==> config.mk <==
export PLATFORM = sky130hd
export DESIGN_NAME = mem_port_arbiter
export DESIGN_NICKNAME = d
export VERILOG_FILES = /design/src/rtl/mem_port_arbiter.sv
export SDC_FILE = /design/constraint.sdc
export NUM_CORES = 1
export LEC_CHECK = 0
export CORE_AREA = 2 2 108 110
export CTS_BUF_LIST = sky130_fd_sc_hd__clkbuf_4 sky130_fd_sc_hd__clkbuf_8
export CTS_CLUSTER_DIAMETER = 150
export DETAILED_ROUTE_END_ITERATION = 6
export DIE_AREA = 0 0 110 112
export PLACE_DENSITY = 0.79
export SLEW_MARGIN = 20
export SYNTH_ARGS = -nofsm -noshare
export SYNTH_HDL_FRONTEND = slang
export SYNTH_SLANG_ARGS = --single-unit
==> constraint.sdc <==
create_clock -name clk -period 1.95 [get_ports clk]
set_input_delay 0.39 -clock clk [delete_from_list [all_inputs] [get_ports clk]]
set_output_delay 0.39 -clock clk [all_outputs]
set_load 0.02 [all_outputs]
==> src/rtl/mem_port_arbiter.sv <==
// rtl/mem_port_arbiter.sv - single memory port shared by an I-fetch and a data requester
//
// Purpose: grants the downstream mem_* port to one requester at a time.
//   Data wins by default. Fetch is forced through after D_BURST_MAX
//   consecutive data grants that were made while fetch was waiting.
// Ports:
//   clk, rst          clock; synchronous active-high reset
//   imem_*            fetch side: read, address in; rdata, resp out
//   dmem_*            data side: read, write, byte_enable, address, wdata in; rdata, resp out
//   mem_*             downstream: read, write, byte_enable, address, wdata out; rdata, resp in
module mem_port_arbiter #(
  parameter int D_BURST_MAX = 4
) (
  input  logic        clk,
  input  logic        rst,
  input  logic        imem_read,
  input  logic [31:0] imem_address,
  output logic [31:0] imem_rdata,
  output logic        imem_resp,
  input  logic        dmem_read,
  input  logic        dmem_write,
  input  logic [3:0]  dmem_byte_enable,
  input  logic [31:0] dmem_address,
  input  logic [31:0] dmem_wdata,
  output logic [31:0] dmem_rdata,
  output logic        dmem_resp,
  output logic        mem_read,
  output logic        mem_write,
  output logic [3:0]  mem_byte_enable,
  output logic [31:0] mem_address,
  output logic [31:0] mem_wdata,
  input  logic [31:0] mem_rdata,
  input  logic        mem_resp
);

  localparam int SW = $clog2(D_BURST_MAX + 1);
  localparam logic [SW-1:0] STREAK_MAX = SW'(D_BURST_MAX);

  typedef enum logic [1:0] {IDLE, SERVE_I, SERVE_D} state_t;

  state_t        state;
  logic [SW-1:0] d_streak;
  logic          d_pend;
  logic          d_win;

  assign d_pend = dmem_read | dmem_write;
  // Data keeps priority unless fetch is waiting and data already used its burst.
  assign d_win  = d_pend && (!imem_read || (d_streak < STREAK_MAX));

  // Responses are forwarded in the same cycle as mem_resp, only to the owner.
  assign imem_resp  = (state == SERVE_I) && mem_resp;
  assign dmem_resp  = (state == SERVE_D) && mem_resp;
  assign imem_rdata = mem_rdata;
  assign dmem_rdata = mem_rdata;

  always_ff @(posedge clk) begin
    if (rst) begin
      state           <= IDLE;
      d_streak        <= '0;
      mem_read        <= 1'b0;
      mem_write       <= 1'b0;
      mem_byte_enable <= 4'h0;
      mem_address     <= '0;
      mem_wdata       <= '0;
    end else begin
      case (state)
        IDLE: begin
          if (d_win) begin
            state       <= SERVE_D;
            // Simultaneous read and write is treated as a write.
            mem_read        <= !dmem_write;
            mem_write       <= dmem_write;
            mem_byte_enable <= dmem_write ? dmem_byte_enable : 4'hF;
            mem_address     <= dmem_address;
            mem_wdata       <= dmem_write ? dmem_wdata : '0;
            // Streak only counts grants that made fetch wait.
            if (!imem_read)
              d_streak <= '0;
            else if (d_streak != STREAK_MAX)
              d_streak <= d_streak + SW'(1);
          end else if (imem_read) begin
            state           <= SERVE_I;
            mem_read        <= 1'b1;
            mem_write       <= 1'b0;
            mem_byte_enable <= 4'hF;
            mem_address     <= imem_address;
            mem_wdata       <= '0;
            d_streak        <= '0;
          end
        end
        SERVE_I, SERVE_D: begin
          if (mem_resp) begin
            state     <= IDLE;
            mem_read  <= 1'b0;
            mem_write <= 1'b0;
          end
        end
        default: state <= IDLE;
      endcase
    end
  end

endmodule

==> metrics, run 1 <==
reg2reg start=state[0]; drt initial violations=160; pre-CTS WS=-0.0666 ns; RD Place Congestion=0.754; first-pass GRT wire length=15900 um; Root Buffer Master=clkbuf_8; Gate Count Post-Synth=450; min Tclk post-route=1.80 ns; CP startpoint=state[0]; Post-route DRC=0; Max-cap violations=0; Sequential Power Share=40.7%; Pint=3050 uW; Die Wd=110 um; Tcrit/Tclk final=92.5%; Die Area=12300 um^2; slowest stage delay, CP=0.35 ns; Pre-antenna DRT Iters=4; Crit-path slowest cell=dfxtp_1; Clock Sinks=75; via-per-instance ratio=4.83; critical path type=reg2out; Avg Inst Size Synth=7.96 um^2; core area=11200 um^2; WL per Instance=14.6 um; Final Non-Filler Cells=708; status=finished, final reports clean; post-cts resize count=2; Num CTS Buffers=9; Starting Density=32.1%; clk_lat worst skew=0.34 ns; CP cell instances=inv_1 -> ha_1 -> and2_1 -> dlygate4sd2_1; Least-Margin Pin Slew=0.398 ns; CTS tree=done; post-detail-place hpwl=7470 um; Ys Warns=0; Routed WL=10300 um; Final Power=4350 uW; Leak=0.00202 uW; R2R Path End=mem_address[8]; multiplexer share of the synthesized area=0%; Post-layout nets=703; nature of the critical path endpoint=output pin; Post-DRT Antenna Nets=0; Hold Path Class=reg2reg; crit-path max FO=3; Hold EP=mem_wdata[27]; area share of and/or/nand/nor cells after synthesis=21.6%; I/O Pins=274; Bufs and invs on worst path=2; Setup Buffers After CTS=0; Max transition margin=73.4%; library cells used by synthesis=28; initial antenna violation count=0; port bufs=177; antenna cells=0; FF-to-FF setup slack=0.30 ns; dpl cells=692; Final Max Slew Viols=0; mapped cell area=3580 um^2; GRT Util Overall=16.3%; Sw Ratio=30.0%; CTS Buffer Depth=2; layout cells sized above 1=7.43%; Rows=39; Startpoint Class=flop; hold depth=2; final clock skew=0.00903 ns; hold slack=0.451 ns; largest net degree at the start of global routing=76; synthesized net count=593; main combinational cell family by area after synthesis=simple AND/OR/NAND/NOR gates; cell family with the largest share of critical-path delay=buffers and inverters; sequential share of the synthesized area=41.9%; Area Growth Syn to Fin=49.0%; final setup margin=0.146 ns; Yosys reg bits=75; Synth Area in Adders=1.75%; final core utilization=47.8%; H-Tree Depth=3; fmax=554 MHz; Arrival @ worst endpoint=1.41 ns; vias in the first global route=3344; Final setup viols=0; Worst Path Required=1.56 ns; die height=112 um; clk slew on worst S/H paths=0.07 ns; Compound-Gate Fraction of Synth Area=16.2%; min-delay src=mem_wdata[27]; Worst VDD drop=390 uV; RSZ-0062 raised after global routing=false; Logic pwr share=30.3%; pwr dens=816 nW/um^2; NetSw=1310 uW; worst r2r path cells=6; Clk pwr share=29.0%; vias=3419; xor/xnor share of the synthesized area=0%; Final Hold Viols=0; Hold Buf Count CTS=0; filler instances=1045; GRT Residual Overflow=0
==> power groups by stage <==
stage	Combinational [uW]	Sequential, uW	Clock, uW
after floorplan	645	1990	0
after global placement	1300	1800	0
after detailed placement	1320	1810	0
after CTS	1330	1770	1310
after global routing	1420	1790	1380
final	1320	1770	1260
==> metal layers <==
layer  track usage (%)  vias to the layer above  wire, um
li1                  -                     1681         -
met3              4.80                       40       732
met4              7.68                        0       258
met5                 0                        -         0
met2              28.1                      110      5200
met1              18.1                     1588      4120
==> per-stage QoR <==
stage	instance area, um^2	TNS, ns
6_report	5340	0
5_1_grt	5340	0
4_1_cts	5340	0
3_5_place_dp	5130	-0.271
3_3_place_gp	5130	-0.0804
2_1_floorplan	3580	0
==> worst register-to-register path, stage by stage (launching register included) <==
cell and delay, ns:
dfxtp_1 0.33, inv_1 0.08, ha_1 0.27, o31a_2 0.27
buf_12 0.22, nor2_1 0.08, a311oi_1 0.29
==> placed cells by master (no fill, tap or decap), types with 2 or more instances in the layout <==
cell / netlist / final
nand3_1: 34 / 34
inv_1: 5 / 5
o21ai_0: 2 / 2
clkbuf_8: 0 / 12
nand2_1: 98 / 98
o31ai_1: 2 / 2
nor2_1: 38 / 38
buf_4: 68 / 13
buf_12: 0 / 6
a21oi_1: 38 / 38
or3_1: 4 / 4
clkinv_2: 0 / 2
dfxtp_1: 75 / 75
nor3_1: 8 / 8
and2_1: 2 / 2
a311oi_1: 32 / 32
ha_1: 5 / 5
clkdlybuf4s50_1: 0 / 174
dlygate4sd2_1: 0 / 2
==> worst max path at each step <==
stage | end | cells past startpoint | slack [ns]
after floorplan | mem_wdata[0] | 6 | 0.53
after global placement | imem_resp | 3 | -0.04
after detailed placement | mem_address[17] | 6 | -0.07
after CTS | dmem_resp | 4 | 0.11
after global routing | dmem_resp | 4 | 0.08
final | dmem_resp | 4 | 0.15
==> registers in the layout, indices dropped and copies added (netlist names) <==
name,count
mem_address,32
d_streak,3
mem_read,1
mem_wdata,32
mem_write,1
state,2
mem_byte_enable,4
==> final cells by class <==
| type | count | area, um^2 | area share, % |
|---|---|---|---|
| Multi-Input combinational cell | 273 | 1440 | 27.1 |
| Inverter | 5 | 18.8 | 0.352 |
| Timing Repair Buffer | 196 | 1980 | 37.1 |
| Sequential cell | 75 | 1500 | 28.1 |
| Clock inverter | 4 | 47.5 | 0.891 |
| Clock buffer | 12 | 165 | 3.09 |
| Tap cell | 143 | 179 | 3.35 |
==> logic make-up (layout without fill, tap and decap cells) <==
group / after synthesis / count (layout)
AO/OA/AOI/OAI: 82 / 82
buffers and inverters: 102 / 217
adder cells (fa/ha/maj): 5 / 5
flip-flops: 75 / 75
AND/OR/NAND/NOR: 186 / 186
==> synthesized netlist by cell type <==
cell type | count | share of area, %
nor2_1 | 38 | 4.0
o2bb2ai_1 | 1 | 0.24
or3_1 | 4 | 0.70
a21oi_1 | 38 | 5.3
o211a_1 | 1 | 0.28
o31ai_2 | 1 | 0.35
buf_6 | 1 | 0.31
nand2_1 | 98 | 10
a311oi_1 | 32 | 7.8
a32oi_1 | 1 | 0.24
inv_1 | 5 | 0.52
a2bb2oi_2 | 1 | 0.42
o31ai_1 | 2 | 0.42
dfxtp_1 | 75 | 42
nand3_1 | 34 | 4.7
buf_4 | 68 | 14
nor3_1 | 8 | 1.1
a21bo_2 | 1 | 0.28
buf_2 | 16 | 2.2
a21boi_2 | 1 | 0.31
o21ai_0 | 2 | 0.28
ha_1 | 5 | 1.7
nor2b_1 | 1 | 0.17
buf_1 | 1 | 0.10
and2_1 | 2 | 0.35
clkbuf_1 | 11 | 1.2
nor4b_1 | 1 | 0.24
o31a_1 | 1 | 0.24
(Power assumes the default switching activity.)
==> run 2, diff against run 1 <==
Settings changed: MAX_ROUTING_LAYER set to met4, SKIP_LAST_GASP set to 1.
==> metrics, run 2 (synthesis gave the netlist of run 1 again) <==
Root Buffer Master=clkbuf_8; Clock Sinks=75; Worst VDD drop=390 uV; RSZ-0062 raised after global routing=false; core area=11200 um^2; Final Power=4350 uW; Startpoint Class=flop; post-detail-place hpwl=7470 um; Post-DRT Antenna Nets=0; Final Hold Viols=0; commonest non-fill, non-tap cell in the layout=clkdlybuf4s50_1; Rows=39; Least-Margin Pin Slew=0.389 ns; Hold Path Class=reg2reg; Num CTS Buffers=9; final core utilization=47.8%; slowest stage delay, CP=0.35 ns; GRT Util Overall=16.8%; status=finished, final reports clean; clk_lat worst skew=0.34 ns; Final setup viols=0; Post-route DRC=0; CTS Buffer Depth=2; Worst Path Required=1.56 ns; Final Max Slew Viols=0; Post-layout nets=703; WL per Instance=14.5 um; Leak=0.00202 uW; final clock skew=0.00863 ns; I/O Pins=274; crit-path max FO=3; Largest regs=mem_address: 32 flops, mem_wdata: 32 flops, mem_byte_enable: 4 flops; FF-to-FF setup slack=0.31 ns; H-Tree Depth=3; port bufs=177; Routed WL=10300 um; placed cell area=5130 um^2; GRT Residual Overflow=0; Max transition margin=74.0%; nature of the critical path endpoint=output pin; via-per-instance ratio=4.85; cell area after layout=5340 um^2; fmax=555 MHz; initial antenna violation count=0; RD Place Congestion=0.764; drt initial violations=157; clk slew on worst S/H paths=0.07 ns; CTS tree=done; critical path type=reg2out; CP cell instances=inv_1 -> ha_1 -> and2_1 -> dlygate4sd2_1; final setup margin=0.149 ns; vias in the first global route=3344; Crit-path slowest cell=dfxtp_1; first-pass GRT wire length=15900 um; pwr dens=815 nW/um^2; largest net degree at the start of global routing=76; Arrival @ worst endpoint=1.41 ns; min Tclk post-route=1.80 ns; Pre-antenna DRT Iters=4; vias=3431; die height=112 um; Die Wd=110 um; pre-CTS WS=-0.0666 ns; commonest non-fill, non-tap cells in the layout=174 x clkdlybuf4s50_1, 98 x nand2_1, 75 x dfxtp_1; Area Growth Syn to Fin=49.0%; Tcrit/Tclk final=92.4%; antenna cells=0; Starting Density=32.1%; layout cells sized above 1=7.43%; Die Area=12300 um^2; Max-cap violations=0
## run 2: where the power goes
| group | switching, uW | internal [uW] | leakage (uW) |
|---|---|---|---|
| Clock | 569 | 692 | 0.000108 |
| Combinational | 651 | 666 | 0.00130 |
| Sequential | 82.4 | 1690 | 0.000619 |
## run 2: critical path: cells and delay by family (launching register included)
kind / cells / cell delay (ns)
buf+inv: 2 / 0.38
flops: 1 / 0.35
fa+ha+maj: 1 / 0.20
simple gates: 1 / 0.15
## run 2: stage by stage
| stage | std cells | hold WS, ns | TNS, ns |
|---|---|---|---|
| floorplan | 450 | 0.449 | 0 |
| global placement | 692 | 0.439 | -0.0804 |
| detailed placement | 692 | 0.445 | -0.271 |
| CTS | 708 | 0.454 | 0 |
| global route | 708 | 0.468 | 0 |
| finish | 708 | 0.450 | 0 |
## run 2: routing by layer
layer | wire length [um] | vias up | track usage (%)
met3 | 723 | 46 | 4.33
met4 | 291 | 0 | 7.68
li1 | - | 1683 | -
met1 | 4110 | 1583 | 18.4
met5 | 0 | - | -
met2 | 5160 | 119 | 28.2
## run 2: repair_timing
item	CTS	global route
buffers inserted	0	0
gates resized for setup	2	0
hold buffers	0	0
setup endpoints to repair	2	0
## run 2: cell type report
| cell class | count | area, um^2 |
|---|---|---|
| clock buffers | 12 | 165 |
| clock inverters | 4 | 47.5 |
| fillers | 1045 | 5840 |
| inverters | 5 | 18.8 |
| multi-input cells | 273 | 1440 |
| flip-flops and latches | 75 | 1500 |
| well taps | 143 | 179 |
| repair buffers | 196 | 1980 |
## run 2: worst paths after layout
check,start,endpoint,cells after the start
worst min register to register,mem_wdata[27],mem_wdata[27],2
worst max register to register,state[0],mem_address[17],6
worst max-delay path,state[0],dmem_resp,4
worst min-delay path,mem_wdata[27],mem_wdata[27],2
